===== src/rtl/memctrl_pkg.sv =====
// rtl/memctrl_pkg.sv - shared size encodings, FSM state type and byte-count helper for memctrl_mc
package memctrl_pkg;

  localparam logic [1:0] SZ_BYTE  = 2'd0;
  localparam logic [1:0] SZ_HALF  = 2'd1;
  localparam logic [1:0] SZ_WORD  = 2'd2;
  localparam logic [1:0] SZ_DWORD = 2'd3;

  typedef enum logic [1:0] {
    IDLE  = 2'd0,
    READ  = 2'd1,
    WRITE = 2'd2
  } state_t;

  // Bytes moved for a request, clamped to what the data bus can carry.
  function automatic logic [3:0] nbytes(input logic [1:0] size, input int data_w);
    int n;
    case (size)
      SZ_BYTE:  n = 1;
      SZ_HALF:  n = 2;
      SZ_WORD:  n = 4;
      SZ_DWORD: n = 8;
      default:  n = 1;
    endcase
    if (n > data_w / 8) n = data_w / 8;
    return 4'(n);
  endfunction

endpackage


===== src/rtl/mem_arb.sv =====
// rtl/mem_arb.sv - one-hot request arbiter with fixed-priority or round-robin selection
module mem_arb #(
  parameter int NUM_CH = 2,
  parameter int ARB_RR = 0,
  localparam int PW = (NUM_CH > 1) ? $clog2(NUM_CH) : 1
) (
  input  logic              clk,
  input  logic              rst,
  input  logic [NUM_CH-1:0] req,
  input  logic              accept,
  output logic [NUM_CH-1:0] grant,
  output logic [PW-1:0]     win_idx
);

  logic [PW-1:0] ptr;

  // Search starts at ptr in round-robin mode, at channel 0 otherwise.
  always_comb begin : pick
    int   idx;
    logic found;
    grant   = '0;
    win_idx = '0;
    found   = 1'b0;
    idx     = 0;
    for (int i = 0; i < NUM_CH; i++) begin
      idx = (ARB_RR != 0) ? int'(ptr) + i : i;
      if (idx >= NUM_CH) idx = idx - NUM_CH;
      if (!found && req[idx]) begin
        grant[idx] = 1'b1;
        win_idx    = PW'(idx);
        found      = 1'b1;
      end
    end
  end

  always_ff @(posedge clk or posedge rst) begin
    if (rst) begin
      ptr <= '0;
    end else if (accept) begin
      ptr <= (int'(win_idx) == NUM_CH - 1) ? '0 : win_idx + PW'(1);
    end
  end

endmodule


===== src/rtl/memctrl_mc.sv =====
// rtl/memctrl_mc.sv - multi-channel arbiter and little-endian byte serialiser onto an 8-bit RAM port
module memctrl_mc
  import memctrl_pkg::*;
#(
  parameter int NUM_CH = 2,
  parameter int ADDR_W = 32,
  parameter int DATA_W = 32,
  parameter int RD_LAT = 1,
  parameter int ARB_RR = 0
) (
  input  logic                     clk,
  input  logic                     rst,
  input  logic                     rdy,
  input  logic [NUM_CH-1:0]        ch_valid_i,
  input  logic [NUM_CH-1:0]        ch_we_i,
  input  logic [2*NUM_CH-1:0]      ch_size_i,
  input  logic [NUM_CH-1:0]        ch_sign_i,
  input  logic [ADDR_W*NUM_CH-1:0] ch_addr_i,
  input  logic [DATA_W*NUM_CH-1:0] ch_wdata_i,
  input  logic [NUM_CH-1:0]        ch_abort_i,
  output logic                     busy_o,
  output logic [NUM_CH-1:0]        grant_o,
  output logic [NUM_CH-1:0]        resp_valid_o,
  output logic [DATA_W-1:0]        resp_data_o,
  output logic                     ram_wr_o,
  output logic [ADDR_W-1:0]        ram_addr_o,
  output logic [7:0]               ram_data_o,
  input  logic [7:0]               ram_data_i
);

  localparam int NB = DATA_W / 8;
  localparam int PW = (NUM_CH > 1) ? $clog2(NUM_CH) : 1;

  state_t              state;
  logic [NUM_CH-1:0]   owner, grant;
  logic [PW-1:0]       win_idx;
  logic [ADDR_W-1:0]   addr_q, win_addr;
  logic [DATA_W-1:0]   wdata_q, win_wdata, asm_q, asm_next, read_result;
  logic [3:0]          cnt, cap_cnt, n_q, win_n;
  logic                sign_q, issue, accept, win_we, aborted, sbit;
  logic [RD_LAT-1:0]   pipe;

  mem_arb #(.NUM_CH(NUM_CH), .ARB_RR(ARB_RR)) u_arb (
    .clk     (clk),
    .rst     (rst),
    .req     (ch_valid_i & ~ch_abort_i),
    .accept  (accept),
    .grant   (grant),
    .win_idx (win_idx)
  );

  assign accept    = rdy && (state == IDLE) && (|grant);
  assign win_addr  = ch_addr_i[ADDR_W*int'(win_idx) +: ADDR_W];
  assign win_wdata = ch_wdata_i[DATA_W*int'(win_idx) +: DATA_W];
  assign win_we    = ch_we_i[win_idx];
  assign win_n     = nbytes(ch_size_i[2*int'(win_idx) +: 2], DATA_W);
  assign aborted   = |(ch_abort_i & owner);
  assign busy_o    = (state != IDLE);
  assign grant_o   = busy_o ? owner : '0;

  // Byte 0 goes out combinationally in the accept cycle; later bytes come from addr_q/wdata_q.
  always_comb begin
    ram_addr_o = addr_q;
    ram_data_o = wdata_q[7:0];
    ram_wr_o   = 1'b0;
    issue      = 1'b0;
    case (state)
      IDLE: begin
        if (accept) begin
          ram_addr_o = win_addr;
          ram_data_o = win_wdata[7:0];
          ram_wr_o   = win_we;
          issue      = !win_we;
        end
      end
      READ:    issue    = (cnt < n_q);
      WRITE:   ram_wr_o = rdy;
      default: ;
    endcase
  end

  always_comb begin
    asm_next = asm_q;
    asm_next[8*int'(cap_cnt) +: 8] = ram_data_i;
    sbit = sign_q && (n_q != 4'd0) && asm_next[8*int'(n_q)-1];
    read_result = asm_next;
    for (int b = 0; b < NB; b++) begin
      if (b >= int'(n_q)) read_result[8*b +: 8] = {8{sbit}};
    end
  end

  always_ff @(posedge clk or posedge rst) begin
    if (rst) begin
      state        <= IDLE;
      owner        <= '0;
      addr_q       <= '0;
      wdata_q      <= '0;
      asm_q        <= '0;
      cnt          <= '0;
      cap_cnt      <= '0;
      n_q          <= '0;
      sign_q       <= 1'b0;
      pipe         <= '0;
      resp_valid_o <= '0;
      resp_data_o  <= '0;
    end else if (rdy) begin
      resp_valid_o <= '0;
      pipe         <= RD_LAT'({pipe, issue});
      case (state)
        IDLE: begin
          if (accept) begin
            owner   <= grant;
            n_q     <= win_n;
            sign_q  <= ch_sign_i[win_idx];
            addr_q  <= win_addr + ADDR_W'(1);
            cnt     <= 4'd1;
            cap_cnt <= '0;
            asm_q   <= '0;
            wdata_q <= win_wdata >> 8;
            if (!win_we) begin
              state <= READ;
            end else if (win_n != 4'd1) begin
              state <= WRITE;
            end else begin
              resp_valid_o <= grant;
              resp_data_o  <= '0;
            end
          end
        end
        READ: begin
          // Clearing the pipe drops bytes still in flight from the aborted read.
          if (aborted) begin
            state <= IDLE;
            pipe  <= '0;
          end else begin
            if (issue) begin
              addr_q <= addr_q + ADDR_W'(1);
              cnt    <= cnt + 4'd1;
            end
            if (pipe[RD_LAT-1]) begin
              asm_q   <= asm_next;
              cap_cnt <= cap_cnt + 4'd1;
              if (cap_cnt == n_q - 4'd1) begin
                state        <= IDLE;
                resp_valid_o <= owner;
                resp_data_o  <= read_result;
              end
            end
          end
        end
        WRITE: begin
          addr_q  <= addr_q + ADDR_W'(1);
          cnt     <= cnt + 4'd1;
          wdata_q <= wdata_q >> 8;
          if (cnt == n_q - 4'd1) begin
            state        <= IDLE;
            resp_valid_o <= owner;
            resp_data_o  <= '0;
          end
        end
        default: state <= IDLE;
      endcase
    end
  end

endmodule

===== config.mk =====
export PLATFORM = sky130hd
export DESIGN_NAME = memctrl_mc
export DESIGN_NICKNAME = d
export VERILOG_FILES = /design/src/rtl/memctrl_pkg.sv /design/src/rtl/mem_arb.sv /design/src/rtl/memctrl_mc.sv
export SDC_FILE = /design/constraint.sdc
export NUM_CORES = 1
export LEC_CHECK = 0
export CAP_MARGIN = 25
export CORE_MARGIN = 2
export CORE_UTILIZATION = 43
export DETAILED_ROUTE_END_ITERATION = 8
export GPL_TIMING_DRIVEN = 0
export HOLD_SLACK_MARGIN = 0.03
export PLACE_DENSITY = 0.75
export SYNTH_ARGS = -nofsm -noshare
export SYNTH_HDL_FRONTEND = slang
export SYNTH_SLANG_ARGS = --single-unit

===== constraint.sdc =====
create_clock -name clk -period 5.48 [get_ports clk]
set_clock_uncertainty 0.1 [all_clocks]
set_input_delay 1.096 -clock clk [delete_from_list [all_inputs] [get_ports clk]]
set_output_delay 1.096 -clock clk [all_outputs]
set_load 0.02 [all_outputs]

==> impl_metrics.env, run 1 <==
export IMPL_status="complete, no violations"
export IMPL_cap_violations=0
export IMPL_io_pins=229
export IMPL_finalSetupViolations=0
export IMPL_hold_path_class="flop to flop"
export IMPL_use_met2_pct=46.8
export IMPL_path_buf_inv=8
export IMPL_holdBufCountCts=0
export IMPL_root_buffer="clkbuf_16"
export IMPL_timing_final_crit_share_pct=98.8
export IMPL_placed_area_um2=11800
export IMPL_cts_tree="built"
export IMPL_grt_use_met3_pct=6.95
export IMPL_path_common_cell="buf_4"
export IMPL_finalWeightedCongestion=0.999
export IMPL_power_frac_comb_pct=53.1
export IMPL_gr_max_usage_layer="met2"
export IMPL_die_area_um2=22400
export IMPL_viasPerCell=5.76
export IMPL_seqPwrFrac_pct=26.4
export IMPL_synth_flop_cell="dfrtp_1"
export IMPL_grt_met1_usage_pct=39.1
export IMPL_seqCellArea_um2=3500
export IMPL_powerDensity_nw_per_um2=475
export IMPL_fin_crit_ns=5.41
export IMPL_diodes=0
export IMPL_fin_util_pct=59.6
export IMPL_critPathLaunchType="primary input"
export IMPL_area_growth_pct=36.7
export IMPL_power_frac_clock_pct=20.5
export IMPL_ant_nets=0
export IMPL_hp_start="resp_data_o[1]"
export IMPL_p_int_mw=3.23
export IMPL_antenna_found_initial=0
export IMPL_syn_area_um2=9130
export IMPL_ys_seq_area_share_pct=38.4
export IMPL_rsz0062_at_grt="no"
export IMPL_synth_area_per_cell_um2=8.05
export IMPL_place_hpwl_mm=24.5
export IMPL_htree_levels=4
export IMPL_multi_input_comb_area_um2=5200
export IMPL_vias=9608
export IMPL_ff2ff_setup_slack_ns=0.67
export IMPL_dieWidth_um=150
export IMPL_crit_type="primary input to primary output"
export IMPL_netlist_area_leader_share_pct=38.4
export IMPL_cts_inserted_buffers=17
export IMPL_holdPathEnd="resp_data_o[1]"
export IMPL_grt_max_degree=88
export IMPL_drc=0
export IMPL_peakVddDrop_mv=0.304
export IMPL_grt_usage_pct=29.3
export IMPL_setup_slack_ns=0.0673
export IMPL_final_nets=1550
export IMPL_syn_inst=1134
export IMPL_timing_hold_ws_ns=0.376
export IMPL_slowest_stage="clkdlybuf4s50_1"
export IMPL_path_cells="clkdlybuf4s50_1 -> nor2b_1 -> clkbuf_2 -> nor2_4 -> buf_4 -> buf_4 -> buf_6 -> clkbuf_8 -> buf_2 -> nand2_1 -> a31oi_1 -> dlygate4sd1_1"
export IMPL_synth_nets=1302
export IMPL_switching_power_mw=2.69
export IMPL_ys_async_sr_fraction_pct=100
export IMPL_grt_pass1_vias=9464
export IMPL_synth_edf_count=0
export IMPL_drtPass1Iterations=5
export IMPL_yosys_warnings=0
export IMPL_worstHoldPathCells=2
export IMPL_clk_latency_ns=0.43
export IMPL_slew_violations=0
export IMPL_r2r_end="addr_q[31]"
export IMPL_cts_num_sinks=140
export IMPL_synth_area_leaders="dfrtp_1 (38%), nand2_1 (9.9%), mux2i_1 (5.5%), o21ai_0 (5.3%), a21oi_1 (4.5%)"
export IMPL_r2r_start="state[0]"
export IMPL_grt_pass1_wl_mm=50.7
export IMPL_worstSetupStartpoint="ch_abort_i[0]"
export IMPL_nFillCells=1913
export IMPL_path_clk_slew_ns=0.06
export IMPL_leakage_nw=5.33
export IMPL_initial_core_util_pct=43.6
export IMPL_crit_arrival_ns=4.22
export IMPL_overflow=0
export IMPL_core_um2=21000
export IMPL_die_h_um=150
export IMPL_worstSetupEndpointType="primary output"
export IMPL_ys_types=67
export IMPL_first_iter_violations=859
export IMPL_stdcell_count=1669
export IMPL_finalHoldViolations=0
export IMPL_reg2reg_depth=12
export IMPL_portBuffers=228
export IMPL_dpl_cell_count=1639
export IMPL_p_sw_share_pct=45.4
export IMPL_drive_above_1_share_pct=5.52
export IMPL_power_total_mw=5.93
export IMPL_ys_ff_latch=140
export IMPL_setup_tns_ns=0
export IMPL_cts_path_max_buffers=2
export IMPL_critPathTopFamily="buffers and inverters"
export IMPL_synth_most_common_cell="nand2_1"
export IMPL_synth_top_cells_by_count="nand2_1 (242), dfrtp_1 (140), o21ai_0 (96)"
export IMPL_slew_limit_headroom_pct=35.1
export IMPL_finalWirelength_mm=32.2
export IMPL_cp_required_ns=4.28
export IMPL_placementRows=53
export IMPL_crit_fanout=19
export IMPL_dp_slack_ns=-1.60
export IMPL_fin_area_um2=12500
export IMPL_yosysTopAreaCell="dfrtp_1"
export IMPL_tightest_slew_ns=0.965
export IMPL_slowest_delay_ns=0.59
export IMPL_wl_per_cell_um=19.3
export IMPL_fmax_ghz=0.185
==> worst max path at each step <==
| stage | end | slack, ns | depth (start not counted) |
|---|---|---|---|
| CTS | ram_addr_o[18] | 0.01 | 12 |
| detailed placement | ram_data_o[6] | -1.60 | 13 |
| finish | ram_data_o[6] | 0.07 | 12 |
| floorplan | addr_q[0] | 0.53 | 1 |
| global placement | ram_data_o[6] | -1.60 | 13 |
| global route | ram_data_o[6] | 0.001 | 12 |
==> cells in the final DEF (no fill, tap or decap), types with 21 or more instances in the layout <==
cell type / count
a31oi_1: 32
a21oi_1: 82
nand2_1: 242
clkdlybuf4s50_1: 209
inv_1: 31
nand3_1: 22
o211ai_1: 21
nor2_1: 78
clkbuf_1: 52
dfrtp_1: 140
mux2i_1: 50
o21ai_0: 96
==> power groups by stage <==
| stage | registers [mW] | clock network (mW) | logic [mW] |
|---|---|---|---|
| final | 1.56 | 1.22 | 3.15 |
| after global routing | 1.60 | 1.27 | 3.43 |
| after CTS | 1.56 | 1.22 | 3.12 |
| after detailed placement | 1.57 | 0 | 3.11 |
| after global placement | 1.56 | 0 | 3.05 |
| after floorplan | 1.54 | 0 | 1.94 |
==> registers in the layout, summed over array words and instances (netlist names) <==
name / flops
n_q: 4
asm_q: 32
cap_cnt: 4
owner: 2
cnt: 4
wdata_q: 24
resp_valid_o: 2
resp_data_o: 32
pipe: 1
state: 2
addr_q: 32
sign_q: 1
==> repair_timing <==
action	4_1_cts	5_1_grt
gates resized for setup	17	23
endpoints found under the setup margin	39	27
pin swaps	0	0
buffers inserted	0	0
cloned	0	0
==> tightest hold or removal path, stage by stage, from the launching register on <==
cell and delay [ns]:
dfrtp_1 0.34, nand2_1 0.05, o31ai_1 0.05
==> routing by layer <==
layer,part of all wire (%),up-vias
met5,0,-
met4,2.7,0
met3,9.0,60
met2,47,480
met1,42,4548
li1,-,4520
==> logic make-up after synthesis <==
kind of cell | after synthesis | share of synthesized area, %
xor+xnor | 34 | 3.41
fa+ha+maj | 17 | 2.33
mux | 65 | 7.45
compound gates | 312 | 20.8
simple gates | 454 | 22.8
buf+inv | 112 | 4.77
flops | 140 | 38.4
==> layout make-up <==
type,count,area share [%]
multi-input combinational,882,41.7
sequential,140,28.1
timing repair buffer,230,18.9
clock buffer,17,3.41
tap,275,2.76
buffer,78,2.73
clock inverter,14,1.47
inverter,33,1.03
(Power assumes the default switching activity.)
==> run 2, diff against run 1 <==
--- a/config.mk
+++ b/config.mk
@@ -7,11 +7,12 @@
 export LEC_CHECK = 0
 export CAP_MARGIN = 25
 export CORE_MARGIN = 2
-export CORE_UTILIZATION = 43
+export CORE_UTILIZATION = 45
 export DETAILED_ROUTE_END_ITERATION = 8
 export GPL_TIMING_DRIVEN = 0
 export HOLD_SLACK_MARGIN = 0.03
-export PLACE_DENSITY = 0.75
+export PLACE_DENSITY = 0.78
+export REMOVE_ABC_BUFFERS = 1
 export SYNTH_ARGS = -nofsm -noshare
 export SYNTH_HDL_FRONTEND = slang
 export SYNTH_SLANG_ARGS = --single-unit
==> run 2 against run 1 <==
- critical path depth is 4 lower
- register-to-register slack better by 0.21 ns
- die area decreased by 4.3%
- hold slack worse by 0.0049 ns
- cell area barely moved
- total power fell by 2.1%
- worst setup slack better by 0.13 ns
- clock-buffer cell count is 2 higher
- largest power group unchanged
==> impl_metrics.env, run 2 (same netlist as run 1, synthesis figures left out) <==
export IMPL_cts_inserted_buffers=17
export IMPL_setup_tns_ns=0
export IMPL_seqPwrFrac_pct=26.8
export IMPL_top_regs="addr_q x32, asm_q x32, resp_data_o x32"
export IMPL_rsz0062_at_grt="no"
export IMPL_timing_hold_ws_ns=0.371
export IMPL_path_clk_slew_ns=0.06
export IMPL_root_buffer="clkbuf_16"
export IMPL_cap_violations=0
export IMPL_io_pins=229
export IMPL_path_cells="clkdlybuf4s50_1 -> nor2b_2 -> nor2_4 -> buf_16 -> buf_12 -> mux2i_1 -> a21oi_1 -> clkdlybuf4s50_1"
export IMPL_status="complete, no violations"
export IMPL_slowest_stage="nor2b_2"
export IMPL_drc=0
export IMPL_reg2reg_depth=10
export IMPL_fin_crit_ns=5.28
export IMPL_peakVddDrop_mv=0.248
export IMPL_fmax_ghz=0.189
export IMPL_core_um2=20100
export IMPL_crit_type="primary input to primary output"
export IMPL_stdcell_count=1606
export IMPL_cp_required_ns=4.28
export IMPL_timing_final_crit_share_pct=96.4
export IMPL_initial_core_util_pct=45.4
export IMPL_dieWidth_um=146
export IMPL_cts_path_max_buffers=2
export IMPL_cts_tree="built"
export IMPL_finalHoldViolations=0
export IMPL_grt_usage_pct=25.6
export IMPL_slew_violations=0
export IMPL_die_h_um=146
export IMPL_final_cell_mix="nand2_1 (241), clkdlybuf4s50_1 (228), dfrtp_1 (140)"
export IMPL_leakage_nw=5.11
export IMPL_power_frac_comb_pct=53.3
export IMPL_tightest_slew_ns=1.03
export IMPL_first_iter_violations=616
export IMPL_area_growth_pct=36.7
export IMPL_holdBufCountCts=0
export IMPL_grt_max_degree=74
export IMPL_clk_latency_ns=0.43
export IMPL_ant_nets=0
export IMPL_drtPass1Iterations=5
export IMPL_crit_arrival_ns=4.09
export IMPL_portBuffers=228
export IMPL_grt_pass1_wl_mm=44.6
export IMPL_slowest_delay_ns=0.76
export IMPL_layout_commonest_cell="nand2_1"
export IMPL_worstHoldPathCells=2
export IMPL_crit_fanout=39
export IMPL_path_common_cell="clkdlybuf4s50_1"
export IMPL_p_int_mw=3.31
export IMPL_dpl_cell_count=1568
export IMPL_grt_pass1_vias=8867
export IMPL_cts_num_sinks=140
export IMPL_finalWirelength_mm=27.3
export IMPL_vias=9119
export IMPL_powerDensity_nw_per_um2=465
export IMPL_drive_above_1_share_pct=6.59
export IMPL_wl_per_cell_um=17.0
export IMPL_hold_path_class="flop to flop"
export IMPL_overflow=0
export IMPL_p_sw_share_pct=43.0
export IMPL_power_frac_clock_pct=19.9
export IMPL_switching_power_mw=2.50
export IMPL_viasPerCell=5.68
export IMPL_worstSetupEndpointType="primary output"
export IMPL_slew_limit_headroom_pct=30.5
export IMPL_final_nets=1490
export IMPL_place_hpwl_mm=19.3
export IMPL_htree_levels=4
export IMPL_die_area_um2=21500
export IMPL_placementRows=52
export IMPL_antenna_found_initial=1
export IMPL_finalSetupViolations=0
export IMPL_critPathLaunchType="primary input"
export IMPL_finalWeightedCongestion=0.872
[run 2: through the flow]
stage / util [%] / worst slack, ns / cell area [µm²] / power, mW
after floorplan: - / -1.93 / 8820 / 3.40
after global placement: 56.9 / -5.94 / 11400 / 4.38
after detailed placement: 58.8 / -0.312 / 11800 / 4.63
after CTS: 62.0 / 0.0119 / 12500 / 5.81
after global routing: 62.1 / 0.0665 / 12500 / 6.21
final: 62.1 / 0.198 / 12500 / 5.80
[run 2: timing repair]
action,4_1_cts,5_1_grt
cloned,1,0
hold endpoints to repair,0,0
resized for setup,0,2
buffers inserted,3,0
endpoints found under the setup margin,33,5
pin swaps,2,0
[run 2: power by group through the flow]
stage	registers, mW	logic (mW)	clock network, mW
5_1_grt	1.59	3.39	1.22
2_1_floorplan	1.54	1.86	0
3_5_place_dp	1.56	3.07	0
3_3_place_gp	1.55	2.82	0
6_report	1.55	3.09	1.16
4_1_cts	1.55	3.09	1.17
[run 2: path summary, 6_finish.rpt]
path                                startpoint         endpoint  slack, ns
worst max-delay path             ch_valid_i[0]    ram_addr_o[8]       0.20
worst min-delay path            resp_data_o[6]   resp_data_o[6]       0.37
worst max register to register      cap_cnt[0]  resp_data_o[31]       0.88
worst min register to register  resp_data_o[6]   resp_data_o[6]       0.37
max in group asynchronous                  rst        asm_q[22]       3.45
min in group asynchronous                  rst       wdata_q[7]       1.05
[run 2: per-layer routing]
layer	GRT usage (%)	share of wire, %	vias up
met5	0	0	-
met2	43.1	49	335
met4	8.59	2.5	0
met1	32.9	42	4312
met3	5.63	6.9	54
li1	-	-	4418
[run 2: worst max-delay path, delay by kind of cell]
family                 cells  cell delay, ns
AO/OA/AOI/OAI              1            0.33
AND/OR/NAND/NOR            2            0.88
buffers and inverters      4            1.55
multiplexers               1            0.22
[run 2: cell type report]
cell class / count / area (µm²)
Clock inverter: 13 / 144
Fill cell: 1712 / 7620
Clock buffer: 19 / 443
Tap cell: 270 / 338
Multi-Input combinational cell: 883 / 5290
Timing Repair Buffer: 247 / 2630
Sequential cell: 140 / 3500
Inverter: 33 / 129
Antenna cell: 1 / 2.50
